--- src/rtl/extbus_bridge.sv ---
// extbus_bridge: converts cache external-bus requests (line fills, writebacks,
// uncached accesses) into doubleword beats on a req/ack memory port and
// returns per-beat read replies tagged with their source.
// Optional feature: define EXTBUS_TIMEOUT_EN to add a per-beat watchdog that
// completes a stalled beat as an errored beat after 255 phi2 periods.
module extbus_bridge (
  input  logic        clk,
  input  logic        rst,
  input  logic        phi2,
  input  logic        extreq,
  input  logic        extwr,
  input  logic        extsrc,
  input  logic [31:0] extaddr,
  input  logic [4:0]  extsz,
  input  logic [63:0] extwdata,
  output logic        extrdy,
  output logic        extreply,
  output logic        extreplyto,
  output logic [63:0] extrdata,
  output logic        exterror,
  output logic        mem_req,
  output logic        mem_we,
  output logic [28:0] mem_addr,
  output logic [63:0] mem_wdata,
  output logic [7:0]  mem_be,
  input  logic        mem_ack,
  input  logic [63:0] mem_rdata,
  input  logic        mem_err
);

  localparam int unsigned DW_AW  = 29;
  localparam int unsigned DATA_W = 64;
  localparam int unsigned BE_W   = 8;

  typedef enum logic [1:0] {IDLE, WDATA2, MEMRD, MEMWR} state_t;

  state_t              state_q, state_d;
  logic [1:0]          beat_q, beat_d;
  logic [1:0]          last_q, last_d;
  logic [DW_AW-1:0]    dwa_q, dwa_d;
  logic                src_q, src_d;
  logic [DATA_W-1:0]   wbuf_q, wbuf_d;
  logic                extreply_q, extreply_d;
  logic                extreplyto_q, extreplyto_d;
  logic [DATA_W-1:0]   extrdata_q, extrdata_d;
  logic                exterror_q, exterror_d;
  logic                mem_req_q, mem_req_d;
  logic                mem_we_q, mem_we_d;
  logic [DW_AW-1:0]    mem_addr_q, mem_addr_d;
  logic [DATA_W-1:0]   mem_wdata_q, mem_wdata_d;
  logic [BE_W-1:0]     mem_be_q, mem_be_d;

  logic                accept;
  logic                tmo;
  logic                ack_eff;
  logic [DATA_W-1:0]   rdata_eff;
  logic                err_eff;
  logic [3:0]          tot;
  logic [DATA_W-1:0]   sw_data;
  logic [BE_W-1:0]     sw_be;

  // Doubleword address of beat i: wraps within the block (critical word first)
  function automatic logic [DW_AW-1:0] beat_addr(input logic [DW_AW-1:0] a,
                                                 input logic [1:0] last,
                                                 input logic [1:0] i);
    logic [1:0] lo;
    lo = a[1:0] + i;
    case (last)
      2'd3:    beat_addr = {a[DW_AW-1:2], lo};
      2'd1:    beat_addr = {a[DW_AW-1:1], a[0] ^ i[0]};
      default: beat_addr = a;
    endcase
  endfunction

  // Request acceptance is only possible in IDLE/WDATA2 and never during reset
  assign extrdy = !rst && ((state_q == IDLE) || (state_q == WDATA2));
  assign accept = extreq && extrdy;

  // Single-write lane placement: big-endian bytes o..o+sz, overflow past byte 7 dropped
  always_comb begin
    tot = 4'(extsz[2:0]) + 4'(extaddr[2:0]);
    if (tot <= 4'd7) begin
      sw_data = extwdata << {3'(4'd7 - tot), 3'b000};
    end else begin
      sw_data = extwdata >> {3'(tot - 4'd7), 3'b000};
    end
    sw_be = '0;
    for (int j = 0; j < int'(BE_W); j++) begin
      sw_be[j] = (3'(j) <= ~extaddr[2:0]) && ((5'(j) + 5'(tot)) >= 5'd7);
    end
  end

`ifdef EXTBUS_TIMEOUT_EN
  logic [7:0] wdog_q, wdog_d;

  // Watchdog: counts stalled request periods, fires on the 255th
  always_comb begin
    tmo    = mem_req_q && !mem_ack && (wdog_q == 8'd254);
    wdog_d = (mem_req_q && !mem_ack && !tmo) ? wdog_q + 8'd1 : 8'd0;
  end

  // Watchdog counter register
  always_ff @(posedge clk) begin
    if (rst) begin
      wdog_q <= 8'd0;
    end else if (phi2) begin
      wdog_q <= wdog_d;
    end
  end
`else
  assign tmo = 1'b0;
`endif

  // A timed-out beat completes like an ack carrying an error and zero data
  assign ack_eff   = mem_ack || tmo;
  assign rdata_eff = mem_ack ? mem_rdata : '0;
  assign err_eff   = mem_ack ? mem_err : 1'b1;

  // Next-state and registered-output logic
  always_comb begin
    state_d      = state_q;
    beat_d       = beat_q;
    last_d       = last_q;
    dwa_d        = dwa_q;
    src_d        = src_q;
    wbuf_d       = wbuf_q;
    extreply_d   = 1'b0;
    extreplyto_d = extreplyto_q;
    extrdata_d   = extrdata_q;
    exterror_d   = exterror_q;
    mem_req_d    = mem_req_q;
    mem_we_d     = mem_we_q;
    mem_addr_d   = mem_addr_q;
    mem_wdata_d  = mem_wdata_q;
    mem_be_d     = mem_be_q;

    case (state_q)
      IDLE: begin
        if (accept) begin
          src_d  = extsrc;
          beat_d = 2'd0;
          if (!extwr) begin
            last_d     = (extsz == 5'd31) ? 2'd3 : ((extsz == 5'd15) ? 2'd1 : 2'd0);
            dwa_d      = extaddr[31:3];
            mem_addr_d = extaddr[31:3];
            mem_req_d  = 1'b1;
            mem_we_d   = 1'b0;
            mem_be_d   = 8'hFF;
            state_d    = MEMRD;
          end else if (extsz == 5'd15) begin
            last_d      = 2'd1;
            dwa_d       = {extaddr[31:4], 1'b0};
            mem_wdata_d = extwdata;
            state_d     = WDATA2;
          end else begin
            last_d      = 2'd0;
            dwa_d       = extaddr[31:3];
            mem_addr_d  = extaddr[31:3];
            mem_wdata_d = sw_data;
            mem_be_d    = sw_be;
            mem_req_d   = 1'b1;
            mem_we_d    = 1'b1;
            state_d     = MEMWR;
          end
        end
      end
      WDATA2: begin
        if (accept) begin
          wbuf_d     = extwdata;
          mem_addr_d = dwa_q;
          mem_be_d   = 8'hFF;
          mem_req_d  = 1'b1;
          mem_we_d   = 1'b1;
          state_d    = MEMWR;
        end
      end
      MEMRD: begin
        if (ack_eff) begin
          extreply_d   = 1'b1;
          extreplyto_d = src_q;
          extrdata_d   = rdata_eff;
          exterror_d   = err_eff;
          if (beat_q == last_q) begin
            mem_req_d = 1'b0;
            state_d   = IDLE;
          end else begin
            beat_d     = beat_q + 2'd1;
            mem_addr_d = beat_addr(dwa_q, last_q, beat_q + 2'd1);
          end
        end
      end
      MEMWR: begin
        if (ack_eff) begin
          if (beat_q == last_q) begin
            mem_req_d = 1'b0;
            mem_we_d  = 1'b0;
            state_d   = IDLE;
          end else begin
            beat_d      = beat_q + 2'd1;
            mem_addr_d  = beat_addr(dwa_q, last_q, beat_q + 2'd1);
            mem_wdata_d = wbuf_q;
          end
        end
      end
      default: state_d = IDLE;
    endcase
  end

  // State and output registers; reset wins, otherwise advance on phi2 only
  always_ff @(posedge clk) begin
    if (rst) begin
      state_q      <= IDLE;
      beat_q       <= 2'd0;
      last_q       <= 2'd0;
      dwa_q        <= '0;
      src_q        <= 1'b0;
      wbuf_q       <= '0;
      extreply_q   <= 1'b0;
      extreplyto_q <= 1'b0;
      extrdata_q   <= '0;
      exterror_q   <= 1'b0;
      mem_req_q    <= 1'b0;
      mem_we_q     <= 1'b0;
      mem_addr_q   <= '0;
      mem_wdata_q  <= '0;
      mem_be_q     <= '0;
    end else if (phi2) begin
      state_q      <= state_d;
      beat_q       <= beat_d;
      last_q       <= last_d;
      dwa_q        <= dwa_d;
      src_q        <= src_d;
      wbuf_q       <= wbuf_d;
      extreply_q   <= extreply_d;
      extreplyto_q <= extreplyto_d;
      extrdata_q   <= extrdata_d;
      exterror_q   <= exterror_d;
      mem_req_q    <= mem_req_d;
      mem_we_q     <= mem_we_d;
      mem_addr_q   <= mem_addr_d;
      mem_wdata_q  <= mem_wdata_d;
      mem_be_q     <= mem_be_d;
    end
  end

  assign extreply   = extreply_q;
  assign extreplyto = extreplyto_q;
  assign extrdata   = extrdata_q;
  assign exterror   = exterror_q;
  assign mem_req    = mem_req_q;
  assign mem_we     = mem_we_q;
  assign mem_addr   = mem_addr_q;
  assign mem_wdata  = mem_wdata_q;
  assign mem_be     = mem_be_q;

endmodule
--- config.mk ---
export PLATFORM = sky130hd
export DESIGN_NAME = extbus_bridge
export DESIGN_NICKNAME = d
export VERILOG_FILES = /design/src/rtl/extbus_bridge.sv
export SDC_FILE = /design/constraint.sdc
export NUM_CORES = 1
export LEC_CHECK = 0
export CORE_ASPECT_RATIO = 1.2
export CORE_MARGIN = 8
export CORE_UTILIZATION = 32
export CTS_BUF_LIST = sky130_fd_sc_hd__clkbuf_2
export DETAILED_ROUTE_END_ITERATION = 10
export PLACE_DENSITY = 0.6
export SKIP_LAST_GASP = 1
export SLEW_MARGIN = 30
export SYNTH_ARGS = -nofsm -noshare
export SYNTH_HDL_FRONTEND = slang
export SYNTH_SLANG_ARGS = --single-unit
--- constraint.sdc ---
create_clock -name clk -period 4.4 [get_ports clk]
set_input_delay 0.66 -clock clk [delete_from_list [all_inputs] [get_ports clk]]
set_output_delay 0.66 -clock clk [all_outputs]
set_load 0.005 [all_outputs]
Yosys cells after proc, flatten, opt, wreduce, memory -nomap -nowiden --
Index checks and enable logic that the tools add are counted. Widths: inputs -> output; s select.
Operators by class: add/sub/neg operators 12, $mul 0, div/mod/pow operators 0, $lt $le $gt $ge 17, equal/unequal tests 18, shifts and indexed selects 2, mux-type cells 48, bitwise operators 2, reductions and logical operators 28
Operators with widths (count):
- $mux 64 | 6
- $mux 29 | 6
- $pmux 64 s2 | 1
- $pmux 29 s3 | 1
- $shl 64x6->64 | 1
- $shr 64x6->64 | 1
- $ge 5x3->1 const B | 7
- $mux 8 | 4
- $mux 2 | 11
- $add 3x4->5 const A | 4
- $reduce_and 6->1 | 3
- $pmux 8 s2 | 1
- $reduce_and 5->1 | 3
- $ne 2x2->1 const B | 7
- $mux 1 | 13
- $le 3x3->1 const A | 4
- $add 2x4->5 const A | 2
- $logic_and 1x1->1 | 10
- $reduce_and 3->1 | 3
- $pmux 2 s2 | 2
- $reduce_and 7->1 | 1
- $eq 2x2->1 const B | 3
- $le 1x3->1 const A | 2
- $le 2x3->1 const A | 2
- other kinds (24) | 29
Word-level totals: register bits 270, bits in latches 0, memory bits (writable) 0, memory bits (read-only) 0, input bits 173, memories kept 0

Logic depth before layout (Yosys ltp) --
Gate-level depths: netlist of run 1.
depth after elaboration 8, gate-level depth with buffers 12, depth with buffers taken out 9

Worst setup path after synthesis of run 1 --
Ideal clock, no wire load.
path kind input to register, start point in extaddr[0], end point reg mem_be_q[7], in the netlist mem_be[7], arrival time 3.089 ns, required time 4.255 ns, path slack 1.166 ns, stages 12, path buffers 3, cells stage by stage ha_1 -> fa_1 -> buf_2 -> buf_2 -> inv_1 -> clkbuf_1 -> ha_1 -> o21bai_1 -> a2111oi_0 -> a31oi_1 -> o21ai_0 -> a21oi_1
Between the ends: word-level cells in the longest chain between the ends 8, elaborated cells between the ends (all ways) 10, those cells by class add/sub (2); order compare (2); mux (4); bitwise (1); reduce/logical (1)
Ends and longest elaborated chain:
- start: declaration | line 13 | input logic [31:0] extaddr,
- $add 3x3->4 | line 81 | tot = 4'(extsz[2:0]) + 4'(extaddr[2:0]);
- $add 3x4->5 | line 89 | sw_be[j] = (3'(j) <= ~extaddr[2:0]) && ((5'(j) + 5'(tot)) >= 5'd7);
- $ge 5x3->1 | line 89
- $logic_and 1x1->1 (*) | line 89
- $mux 8 (*) | line 150 | end else if (extsz == 5'd15) begin
- $mux 8 (*) | line 142 | if (!extwr) begin
- $mux 8 (*) | line 139 | if (accept) begin
- $pmux 8 s2 (*) | line 137 | case (state_q)
- end signal: assignment | line 242 | mem_be_q <= mem_be_d;
- end: declaration | line 51 | logic [BE_W-1:0] mem_be_q, mem_be_d;
Mark *: on every way between the ends. The rest lies on a longest branch, timed or not. The select of a mux whose other input is x is not followed. A chain may end at the register's enable or synchronous reset.

Final worst setup path of run 1 --
start point reg state_q[1], end point out extrdy
Between the ends: word-level cells in the longest chain between the ends 3, elaborated cells between the ends (all ways) 4, those cells by class eq/ne (1); reduce/logical (3)
Ends and longest elaborated chain:
- start: declaration | line 37 | state_t state_q, state_d;
- start signal: assignment | line 228 | state_q <= state_d;
- $eq 2x1->1 / $logic_not 2->1 (equally long branches) | line 76 | assign extrdy = !rst && ((state_q == IDLE) || (state_q == WDATA2));
- $logic_or 1x1->1 (*) | line 76
- $logic_and 1x1->1 (*) | line 76
- end: declaration | line 16 | output logic extrdy,
Mark *: on every way between the ends. The rest lies on a longest branch, timed or not.

==> impl_metrics.tcl, run 1 <==
set metrics [dict create \
    fmax_mhz 279.3 \
    ys_types 71 \
    hp-class "input pin to flip-flop" \
    critical_path_arrival_ps 2920 \
    drtIter0Drc 1569 \
    post_drt_wl_per_cell_um 24.29 \
    antenna_left 0 \
    synth_edf_count 0 \
    grt_max_degree 88 \
    drc_errors 0 \
    clock_path_buffers 3 \
    syn_nets 2066 \
    mappedNetlistArea_um2 15160 \
    setup_tns_ps 0 \
    crit_fanout 38 \
    cp.required_ps 3740 \
    synth_ff_type "dfxtp_1" \
    cts_tree "done" \
    power.density_nw_per_um2 322.4 \
    drive_above_1_share_pct 13.82 \
    power.leakage_nw 6.898 \
    cts-root-buf "clkbuf_2" \
    ys_ff_latch 270 \
    drt_wl_total_mm 69.32 \
    first_pass_iters 6 \
    coreArea_um2 46920 \
    syn_to_final_growth_pct 30.62 \
    fin_crit_sh_pct 81.36 \
    cts_sinks 270 \
    drv_slew 0 \
    finalClockSkew_ps 127.3 \
    hpwl_mm 47.80 \
    fill_cells 4751 \
    antenna_found_initial 2 \
    hold_ws_ps 187.8 \
    gp_congestion 0.9737 \
    cts_resized 0 \
    fin_cells 2854 \
    ir_drop_mv 0.1532 \
    relSlewSlack_pct 35.08 \
    async_flop_share_pct 0 \
    postSynthAreaPerCell_um2 8.049 \
    max_slew.worst_pin.slew_ps 973.7 \
    maxCapViolCount 0 \
    start_util_pct 32.31 \
    yosys_warnings 0 \
    grt_pass1_vias 16190 \
    setup_violations 0 \
    numCtsBuffers 76 \
    die_height_um 254.4 \
    clk_latency_ps 1040 \
    post_cts_buffers 0 \
    path_clk_slew_ps 100 \
    io_buffers 343 \
    timing.final.hold_violations 0 \
    synth_seq_area_share_pct 35.66 \
    rsz0062_at_grt "false" \
    seq_area_um2 5408 \
    finalCriticalPeriod_ps 3580 \
    cts_hold_buf 0 \
    overflow 0 \
    multi_input_area_um2 8912 \
    vias 16370 \
    vias_per_cell 5.737 \
    track_usage_pct 24.35 \
    dieWidth_um 214.7 \
    nNetsFinal 2356 \
    synth_cells 1883 \
    grt_pass1_wl_mm 102.9 \
    rows 87 \
    dp_cells 2718 \
    path_class "flip-flop to primary output" \
    die_area_um2 54620 \
    cts_max_level 3 \
    num_io_pins 344 \
    cp-end-kind "primary output" \
    status "complete, no violations" \
    crit_path_start_kind "flip-flop" \
]
cell usage in the layout, fill, tap and decap left out, drive strengths merged, types with 4 or more instances in the layout:
cell             n
nand2          428
clkdlybuf4s50  342
dfxtp          270
a21oi          224
o21ai          147
clkbuf         110
nor2            78
mux2i           61
buf             52
mux4            50
mux2            38
nor3            35
nand3           31
a31oi           30
and3            28
a311oi          27
inv             24
a211oi          24
a2111oi         19
clkinv          18
o221ai          17
o22ai           15
o31ai           15
a22oi           14
nor2b           12
or2             10
nand3b           9
o211ai           9
ha               9
a22o             8
o221a            8
a221oi           8
o311ai           8
nand4            4
o21a             4
clkinvlp         4
a21o             4
cells by family after synthesis:
| family | after synthesis | synth area share [%] |
|---|---|---|
| muxes | 149 | 14.28 |
| AOI/OAI and AO/OA | 593 | 24.23 |
| and+or+nand+nor | 647 | 18.19 |
| adders and majority gates | 10 | 0.8750 |
| xor gates and xnor gates | 8 | 0.8091 |
| DFF | 270 | 35.66 |
| buffers and inverters | 206 | 5.960 |
worst max-delay path, cell delays in order (launching register included):
cell	delay [ps]
dfxtp_2	850
buf_4	430
nor2_1	120
clkdlybuf4s50_1	530
path summary, 6_finish.rpt:
check | from | end | slack, ps | depth (start not counted)
setup reg to reg | state_q[0] | mem_wdata[40] | 1110 | 7
setup / recovery | state_q[1] | extrdy | 820 | 3
hold reg to reg | wbuf_q[2] | wbuf_q[2] | 450 | 2
hold / removal | rst | state_q[1] | 190 | 2
routing by layer:
metal | track usage, % | up-vias | routed length (µm)
met3 | 6.963 | 241 | 6061
met1 | 27.45 | 7813 | 25970
met2 | 39.79 | 907 | 32490
li1 | - | 7411 | -
met5 | 0 | - | 0
met4 | 16.78 | 0 | 4800
state kept, by name (all words and copies together) (netlist names), 2 cells and up:
register,flops
beat_q,2
dwa_q,29
extrdata,64
last_q,2
mem_addr,29
mem_be,8
mem_wdata,64
state_q,2
wbuf_q,64
power by group:
group | switching, mW | internal, mW | total, mW
Clock | 1.14 | 0.730 | 1.87
Sequential | 0.0566 | 2.51 | 2.57
Combinational | 1.09 | 0.847 | 1.94
cells in the mapped netlist (15+ instances only):
cell type,instances,share of area (%)
buf_2,37,1.2
o21ai_0,143,4.7
a21oi_1,222,7.3
nor2_1,77,1.9
o31ai_1,15,0.74
a211oi_1,24,1.2
mux4_2,50,7.4
mux2i_1,61,4.0
clkbuf_1,114,2.8
o221ai_1,17,0.98
a2111oi_0,18,1.0
nand2_1,428,11
mux2_2,38,2.8
o22ai_1,15,0.62
nor3_1,33,1.1
and3_1,28,1.2
a311oi_1,27,1.6
nand3_1,31,1.0
a31oi_1,30,1.2
inv_1,24,0.59
dfxtp_1,270,36
cell type report:
cell class | count | share of cell area, %
multi-input cells | 1407 | 45.02
flip-flops and latches | 270 | 27.31
repair buffers | 394 | 19.79
well taps | 623 | 3.937
clock buffers | 110 | 2.781
clock inverters | 23 | 0.6699
inverters | 24 | 0.4550
diodes | 3 | 0.03792
per-stage QoR:
stage	total power [mW]	setup WS [ps]	cell area [µm²]	utilization (%)
2_1_floorplan	3.722	1166	15160	-
3_3_place_gp	4.522	380.5	19100	40.72
3_5_place_dp	4.535	352.9	19110	40.73
4_1_cts	6.457	661.3	19790	42.18
5_1_grt	6.716	602.7	19800	42.19
6_report	6.382	820.1	19800	42.20
Note: power is estimated with default switching activity, not from simulation.
==> run 2, diff against run 1 <==
PLACE_DENSITY = 0.62   (was 0.6)
clock period = 3 ns   (was 4.4 ns; I/O delays follow)
==> run 2 against run 1 <==
Effect of this change: clock skew is 35 ps lower; critical endpoint unchanged; highest routed layer is now met5; utilization rose by 4.5 points; die area unchanged.
==> impl_metrics.tcl, run 2 (synthesis gave the netlist of run 1 again) <==
set metrics [dict create \
    status "complete, no violations" \
    cts-root-buf "clkbuf_2" \
    crit_buf_inv 1 \
    crit_family "flip-flops" \
    track_usage_pct 26.26 \
    dieWidth_um 214.7 \
    num_io_pins 344 \
    post-route-util_pct 46.73 \
    die_height_um 254.4 \
    gp_congestion 1.011 \
    die_area_um2 54620 \
    cp_slowest_cell "dfxtp_4" \
    grt_max_degree 115 \
    worstSetupEndpoint "extrdy" \
    drive_above_1_share_pct 17.27 \
    reg2reg_slack_ps 400 \
    finalClockSkew_ps 92.67 \
    nNetsFinal 2574 \
    numCtsBuffers 76 \
    fmax_mhz 354.5 \
    fin_crit_sh_pct 94.03 \
    setup_violations 0 \
    power.density_nw_per_um2 456.3 \
    cp.required_ps 2550 \
    post_drt_wl_per_cell_um 24.26 \
    antenna_left 0 \
    power.leakage_nw 7.976 \
    rsz0062_at_grt "false" \
    first_pass_iters 6 \
    hpwl_mm 51.67 \
    ir_drop_mv 0.2210 \
    crit_start "state_q[1]" \
    path_class "flip-flop to primary output" \
    reg2reg_depth 6 \
    hp-class "input pin to flip-flop" \
    coreArea_um2 46920 \
    rows 87 \
    critical_path_arrival_ps 2370 \
    cts_tree "done" \
    r2r-end "extrdata[60]" \
    grt_pass1_wl_mm 110.1 \
    hp-start "phi2" \
    cts_max_level 3 \
    antenna_found_initial 5 \
    vias 17390 \
    cp-end-kind "primary output" \
    holdPathStages 4 \
    max_stage_delay_ps 670 \
    power_mw 10.00 \
    grt_pass1_vias 17380 \
    timing.final.hold_violations 0 \
    overflow 0 \
    vias_per_cell 5.648 \
    clk_latency_ps 1080 \
    cts_sinks 270 \
    drtIter0Drc 1720 \
    relSlewSlack_pct 36.50 \
    crit_fanout 39 \
    io_buffers 343 \
    crit_chain "nor2_1 > clkdlybuf4s50_1" \
    start_util_pct 32.31 \
    clock_path_buffers 3 \
    path_clk_slew_ps 100 \
    syn_to_final_growth_pct 44.66 \
    crit_cells 2 \
    final_common_cell "nand2_1" \
    r2r_start "state_q[0]" \
    drv_slew 0 \
    drc_errors 0 \
    maxCapViolCount 0 \
    max_slew.worst_pin.slew_ps 950.1 \
    crit_path_start_kind "flip-flop" \
    layout_common_cells "nand2_1 (428), clkdlybuf4s50_1 (342), dfxtp_1 (268)" \
    drt_wl_total_mm 74.66 \
    finalCriticalPeriod_ps 2821 \
]
## run 2: routing by layer
layer	GRT usage (%)	up-vias	part of all wire [%]
li1	-	7863	-
met1	29.96	8263	37
met2	43.83	1022	47
met3	6.702	233	9.4
met4	16.53	4	6.5
met5	0	-	0.039
## run 2: area by class of cell
cell class	instances	area [µm²]
multi-input combinational	1407	8901
tap	623	779.5
fill	4576	24990
inverter	24	90.09
sequential	270	5410
timing repair buffer	612	6017
clock buffer	106	530.5
clock inverter	31	185.2
antenna	5	12.51
## run 2: report_power, final
| part | internal (mW) | leakage [nW] | switching, mW |
|---|---|---|---|
| combinational | 1.63 | 5.27 | 1.73 |
| clock | 1.14 | 0.521 | 1.74 |
| sequential | 3.68 | 2.19 | 0.0868 |
| total | 6.45 | 7.98 | 3.55 |
## run 2: worst min path at each step
stage	endpoint
floorplan	wbuf_q[24]
detailed placement	wbuf_q[56]
finish	extreply
global placement	dwa_q[2]
CTS	wbuf_q[12]
global route	wbuf_q[12]
## run 2: timing repair
action	4_1_cts	5_1_grt
resized for setup	1	0
hold buffers	97	0
setup buffers	0	0
hold endpoints to repair	152	0
setup endpoints to repair	1	0
## run 2: worst min-delay path, delay by kind of cell
| family | cells | cell delay, ps |
|---|---|---|
| AO/OA/AOI/OAI | 1 | 50 |
| AND/OR/NAND/NOR | 1 | 90 |
| buffers and inverters | 2 | 610 |
## run 2: stage by stage
stage,setup WS [ps],hold slack [ps],instances,area (µm²),TNS (ps)
3_3_place_gp,-801.5,437.9,2838,20210,-24860
5_1_grt,11.38,57.40,3078,21930,0
6_report,179.2,171.1,3078,21930,0
3_5_place_dp,-606.9,442.0,2838,20210,-26070
2_1_floorplan,27.32,432.1,1883,15160,0
4_1_cts,69.47,48.56,3072,21900,0
